## config.mk

```make
export PLATFORM = sky130hd
export DESIGN_NAME = period_meter
export DESIGN_NICKNAME = d
export VERILOG_FILES = /design/src/rtl/period_meter.sv
export SDC_FILE = /design/constraint.sdc
export NUM_CORES = 1
export LEC_CHECK = 0
export CAP_MARGIN = 30
export CORE_UTILIZATION = 55
export CTS_CLUSTER_SIZE = 28
export DETAILED_ROUTE_END_ITERATION = 6
export DONT_BUFFER_PORTS = 1
export HOLD_SLACK_MARGIN = 0.08
export PLACE_DENSITY = 0.71
export SLEW_MARGIN = 30
export SYNTH_ARGS = -nofsm -noshare
export SYNTH_HDL_FRONTEND = slang
export SYNTH_SLANG_ARGS = --single-unit
```

## constraint.sdc

```tcl
create_clock -name PM_CLOCK_IN -period 4.4 [get_ports PM_CLOCK_IN]
set_clock_uncertainty 0.05 [all_clocks]
set_input_delay 0.66 -clock PM_CLOCK_IN [delete_from_list [all_inputs] [get_ports PM_CLOCK_IN]]
set_output_delay 0.66 -clock PM_CLOCK_IN [all_outputs]
set_load 0.01 [all_outputs]
```

## src/rtl/period_meter.sv

```systemverilog
// Measures the period and high time of a slow asynchronous input in system clock cycles,
// with a timeout that flags a lost input.
module period_meter #(
    parameter int unsigned MAXIMUM_WIDTH  = 32,
    parameter int unsigned TIMEOUT_CYCLES = 50000000,
    parameter int unsigned SYNC_STAGES    = 2
) (
    input  logic                     PM_CLOCK_IN,
    input  logic                     PM_RESET,
    input  logic                     PM_ENABLE,
    input  logic                     PM_SIGNAL_IN,
    output logic [MAXIMUM_WIDTH-1:0] PM_PERIOD_OUT,
    output logic [MAXIMUM_WIDTH-1:0] PM_HIGH_OUT,
    output logic                     PM_VALID,
    output logic                     PM_TIMEOUT
);

    typedef enum logic [1:0] {StIdle, StArm, StMeasure} state_e;

    localparam logic [MAXIMUM_WIDTH-1:0] TimeoutLast = MAXIMUM_WIDTH'(TIMEOUT_CYCLES - 1);
    localparam logic [MAXIMUM_WIDTH-1:0] One         = MAXIMUM_WIDTH'(1);
    localparam logic [MAXIMUM_WIDTH-1:0] Zero        = '0;

    state_e                   state_q, state_d;
    logic [SYNC_STAGES-1:0]   sync_q;
    logic                     hist_q;
    logic                     sync;
    logic                     rise;
    logic                     fall;
    logic [MAXIMUM_WIDTH-1:0] period_cnt_q, period_cnt_d;
    logic [MAXIMUM_WIDTH-1:0] high_cnt_q, high_cnt_d;
    logic                     high_latch_q, high_latch_d;
    logic [MAXIMUM_WIDTH-1:0] period_q, period_d;
    logic [MAXIMUM_WIDTH-1:0] high_q, high_d;
    logic                     valid_q, valid_d;
    logic                     timeout_q, timeout_d;

    assign sync = sync_q[SYNC_STAGES-1];
    assign rise = sync & ~hist_q;
    assign fall = ~sync & hist_q;

    always_ff @(posedge PM_CLOCK_IN or posedge PM_RESET) begin
        if (PM_RESET) begin
            sync_q <= '0;
            hist_q <= 1'b0;
        end else begin
            sync_q <= {sync_q[SYNC_STAGES-2:0], PM_SIGNAL_IN};
            hist_q <= sync;
        end
    end

    always_ff @(posedge PM_CLOCK_IN or posedge PM_RESET) begin
        if (PM_RESET) begin
            state_q      <= StIdle;
            period_cnt_q <= '0;
            high_cnt_q   <= '0;
            high_latch_q <= 1'b0;
            period_q     <= '0;
            high_q       <= '0;
            valid_q      <= 1'b0;
            timeout_q    <= 1'b0;
        end else begin
            state_q      <= state_d;
            period_cnt_q <= period_cnt_d;
            high_cnt_q   <= high_cnt_d;
            high_latch_q <= high_latch_d;
            period_q     <= period_d;
            high_q       <= high_d;
            valid_q      <= valid_d;
            timeout_q    <= timeout_d;
        end
    end

    always_comb begin
        state_d      = state_q;
        period_cnt_d = period_cnt_q;
        high_cnt_d   = high_cnt_q;
        high_latch_d = high_latch_q;
        period_d     = period_q;
        high_d       = high_q;
        valid_d      = 1'b0;
        timeout_d    = timeout_q;

        // Disable overrides every other event, including a coincident rise or timeout.
        if (!PM_ENABLE) begin
            state_d      = StIdle;
            period_cnt_d = Zero;
            high_cnt_d   = Zero;
            high_latch_d = 1'b0;
        end else begin
            unique case (state_q)
                StIdle: begin
                    timeout_d    = 1'b0;
                    period_cnt_d = Zero;
                    high_cnt_d   = Zero;
                    high_latch_d = 1'b0;
                    state_d      = StArm;
                end
                StArm: begin
                    if (rise) begin
                        period_cnt_d = Zero;
                        high_cnt_d   = Zero;
                        high_latch_d = 1'b1;
                        state_d      = StMeasure;
                    end
                end
                StMeasure: begin
                    if (rise) begin
                        period_d     = period_cnt_q + One;
                        high_d       = high_cnt_q + MAXIMUM_WIDTH'(high_latch_q & ~fall);
                        valid_d      = 1'b1;
                        timeout_d    = 1'b0;
                        period_cnt_d = Zero;
                        high_cnt_d   = Zero;
                        high_latch_d = 1'b1;
                    end else if (period_cnt_q == TimeoutLast) begin
                        timeout_d = 1'b1;
                        state_d   = StArm;
                    end else begin
                        period_cnt_d = period_cnt_q + One;
                        // The cycle that sees the fall still counts as high.
                        if (high_latch_q) begin
                            high_cnt_d = high_cnt_q + One;
                        end
                        if (fall) begin
                            high_latch_d = 1'b0;
                        end
                    end
                end
                default: state_d = StIdle;
            endcase
        end
    end

    assign PM_PERIOD_OUT = period_q;
    assign PM_HIGH_OUT   = high_q;
    assign PM_VALID      = valid_q;
    assign PM_TIMEOUT    = timeout_q;

endmodule

```

==> qor.csv <==
stage,metric,value,unit
global_routing,vias in the first global route,6096,
global_routing,largest net degree at the start of global routing,116,
worst_setup_path,crit path launch,period_cnt_q[0],
sta,Final Setup Violations,0,
cells_and_area,final net count,798,
sta,highest clock rate,0.3270,GHz
cells_and_area,area grow syn2layout,7.099,%
worst_setup_path,crit end category,register,
routing,DRT met1 WL,9.170,mm
power,pwr/cell area,369.1,nW/um^2
sta,setup_tns,0,ns
global_routing,GRT Util Overall,0.2909,
placement,count of input and output buffers,0,
global_routing,first-pass GRT wire length,32.18,mm
clocking,CTS tree,yes,
yosys,ys flop type,dfrtp_1,
routing,via count,6370,
floorplanning,core region area,13300,sq um
sta,worst slew pin tran,1.003,ns
clocking,CTS buffer count,17,
cells_and_area,layout cell share with drive strength beyond 1,0.07789,
routing,final wirelength,19.80,mm
worst_setup_path,flop2flop setup slack,1.34,ns
floorplanning,Ports,70,
clocking,clock latency on the worst-skew pair,0.43,ns
cells_and_area,"commonest cells after routing, fill and taps aside","dfrtp_1 (136), nand2_1 (121), o21ai_0 (81), o31ai_1 (69), nand3_1 (50)",
placement,placed instance count,943,
floorplanning,Starting Density,0.5661,
power,worst supply voltage drop on vdd,0.2475,mV
routing,DRC violations left,0,
cells_and_area,"leading cell type in the layout, fill and taps excluded",dfrtp_1,
routing,Via-to-Cell Ratio,6.553,
routing,met2 WL,8.729,mm
worst_setup_path,Worst setup endpoint,high_cnt_q[17],
worst_setup_path,cells on worst reg2reg path,6,
global_routing,GRT Residual Overflow,0,
clocking,Post-CTS Setup Inserts,0,
cells_and_area,Final Cell Area,8060,sq um
routing,metal3 WL,1.644,mm
cells_and_area,"non-filler cells, final",972,
yosys,sequential share of the synthesized area,0.4522,
yosys,syn_area_per_cell,9.133,sq um
sta,min Tclk post-route,3.058,ns
floorplanning,DIE AREA,14160,sq um
worst_setup_path,WP data arrival,3.28,ns
outcome,outcome,completed,
clocking,CTS max path bufs,2,
global_routing,initial antenna violation count,0,
placement,HPWL after DPL,13.22,mm
yosys,yosys warns,0,
routing,DRC violation total after the first TritonRoute iteration,540,
sta,slew margin rel.,0.3280,
routing,drt pass-1 iters,6,
sta,RSZ-0062 raised after global routing,no,
routing,Post-DRT Antenna Nets,0,
worst_setup_path,r2r startpoint,period_cnt_q[0],
worst_setup_path,startpoint types,register,
yosys,Post-Syn Area,7526,sq um
clocking,CTS Root Cell,clkbuf_16,
worst_setup_path,WP data required,4.62,ns
placement,Area after DPL,7564,sq um
yosys,Post-synth EDFFs,0,
yosys,register bit total from synthesis,136,
sta,final worst setup slack,1.342,ns
sta,period utilisation layout,0.6951,
clocking,"CTS clk-pin slew, worst paths",0.06,ns
routing,Avg WL per Cell,20.37,um
yosys,post-synthesis instance total,824,
yosys,Post-Syn Nets,836,
yosys,Async SR Flop Fraction,1.000,
placement,GPL Wtd Cong,0.9342,
cells_and_area,Finished Core Util,0.6062,
hold_path,HP Class,in2async,
clocking,Sink Count,136,
floorplanning,Chip Height,119.0,um
power,P_leak,3.348,nW
clocking,# H-tree levels,4,
worst_setup_path,reg2reg end,high_cnt_q[17],
placement,worst slack at placement,1.418,ns
clocking,hold buffer count at CTS,0,
clocking,# resized after CTS,0,
floorplanning,row count,42,
sta,Slew Limit Fails,0,
routing,DR top layer,met4,
yosys,count of cell types in the netlist,55,
yosys,Yosys top cell by area,dfrtp_1,
run,Max Cap Viol,0,
yosys,Synth area leaders,"dfrtp_1 (45%), o31ai_1 (6.9%), nand2_1 (6.0%)",
worst_setup_path,worst-path maximum fanout,20,
worst_setup_path,crit path kind,reg2reg,
floorplanning,DIE WIDTH,119.0,um
yosys,post-synth top area share,0.4522,
cells_and_area,ant diodes,0,
sta,Final Hold Fails,0,
## flip-flops by register name, summed over array words and instances (netlist names)
register and cells:
state_q 2, period_cnt_q 32, PM_VALID 1, hist_q 1, PM_PERIOD_OUT 32, PM_HIGH_OUT 32, sync_q 2, PM_TIMEOUT 1
high_latch_q 1, high_cnt_q 32
## critical path, cell delays in order (launching register included)
cell,delay (ns)
dfrtp_1,0.42
ha_1,0.29
nand3_4,0.16
nor3_1,0.61
a31oi_1,0.38
nand2_1,0.79
o31ai_1,0.20
## synth_stat cells, drive strengths merged (2+ instances only)
cell type	n
nor2b	2
nor2	30
nand2	122
clkbuf	42
o21ai	90
nor4b	4
a211o	5
mux2i	2
o41ai	5
and2	7
buf	25
nand4	27
nand3	53
and3	6
xnor2	19
a31o	2
nand2b	2
nor4	15
and4	13
a41oi	7
o311ai	6
or3	5
xor2	39
ha	8
or4	3
or2	4
o22ai	2
nor3	20
a31oi	15
inv	11
dfrtp	136
a21oi	18
o2bb2ai	2
o31ai	70
## final cells by class
| type | instances | area [sq um] |
|---|---|---|
| Fill cell | 1143 | 5235 |
| Multi-Input combinational cell | 609 | 3800 |
| Sequential cell | 136 | 3403 |
| Clock buffer | 24 | 471.7 |
| Tap cell | 176 | 220.2 |
| Timing Repair Buffer | 10 | 87.58 |
| Inverter | 12 | 52.55 |
| Clock inverter | 5 | 25.02 |
## kinds of logic (layout without fill, tap and decap cells)
kind of cell / Yosys count / count (layout) / synth area share
and+or+nand+nor: 314 / 314 / 0.2228
AOI/OAI and AO/OA: 226 / 226 / 0.1934
DFF: 136 / 136 / 0.4522
buffers and inverters: 79 / 51 / 0.04672
xor gates and xnor gates: 58 / 58 / 0.06750
adders and majority gates: 8 / 8 / 0.01330
muxes: 3 / 3 / 0.004156
## where the power goes
group / leakage (nW) / switching (mW) / internal (mW) / total, mW
sequential: 1.89 / 0.0375 / 1.28 / 1.32
clock: 0.249 / 0.514 / 0.734 / 1.25
combinational: 1.21 / 0.304 / 0.103 / 0.407
## worst min-delay path by stage
stage | from | end | slack [ns] | depth (start not counted)
4_1_cts | PM_SIGNAL_IN | sync_q[0] | 0.20 | 0
3_3_place_gp | sync_q[0] | sync_q[1] | 0.29 | 0
6_report | PM_RESET | period_cnt_q[5] | 0.20 | 1
5_1_grt | PM_SIGNAL_IN | sync_q[0] | 0.20 | 0
3_5_place_dp | sync_q[0] | sync_q[1] | 0.29 | 0
2_1_floorplan | sync_q[0] | sync_q[1] | 0.28 | 0
## per-stage QoR
step | power (mW) | hold WS, ns
floorplan | 1.616 | 0.2812
global placement | 1.729 | 0.2914
detailed placement | 1.742 | 0.2902
CTS | 2.978 | 0.1992
global route | 3.082 | 0.1968
finish | 2.975 | 0.2013
## per-layer routing
metal / up-vias / GRT usage
met4: 0 / 0.1084
met5: - / 0
met2: 299 / 0.4170
met3: 22 / 0.06705
li1: 2950 / -
met1: 3099 / 0.4274
Note: power is estimated with default switching activity, not from simulation.
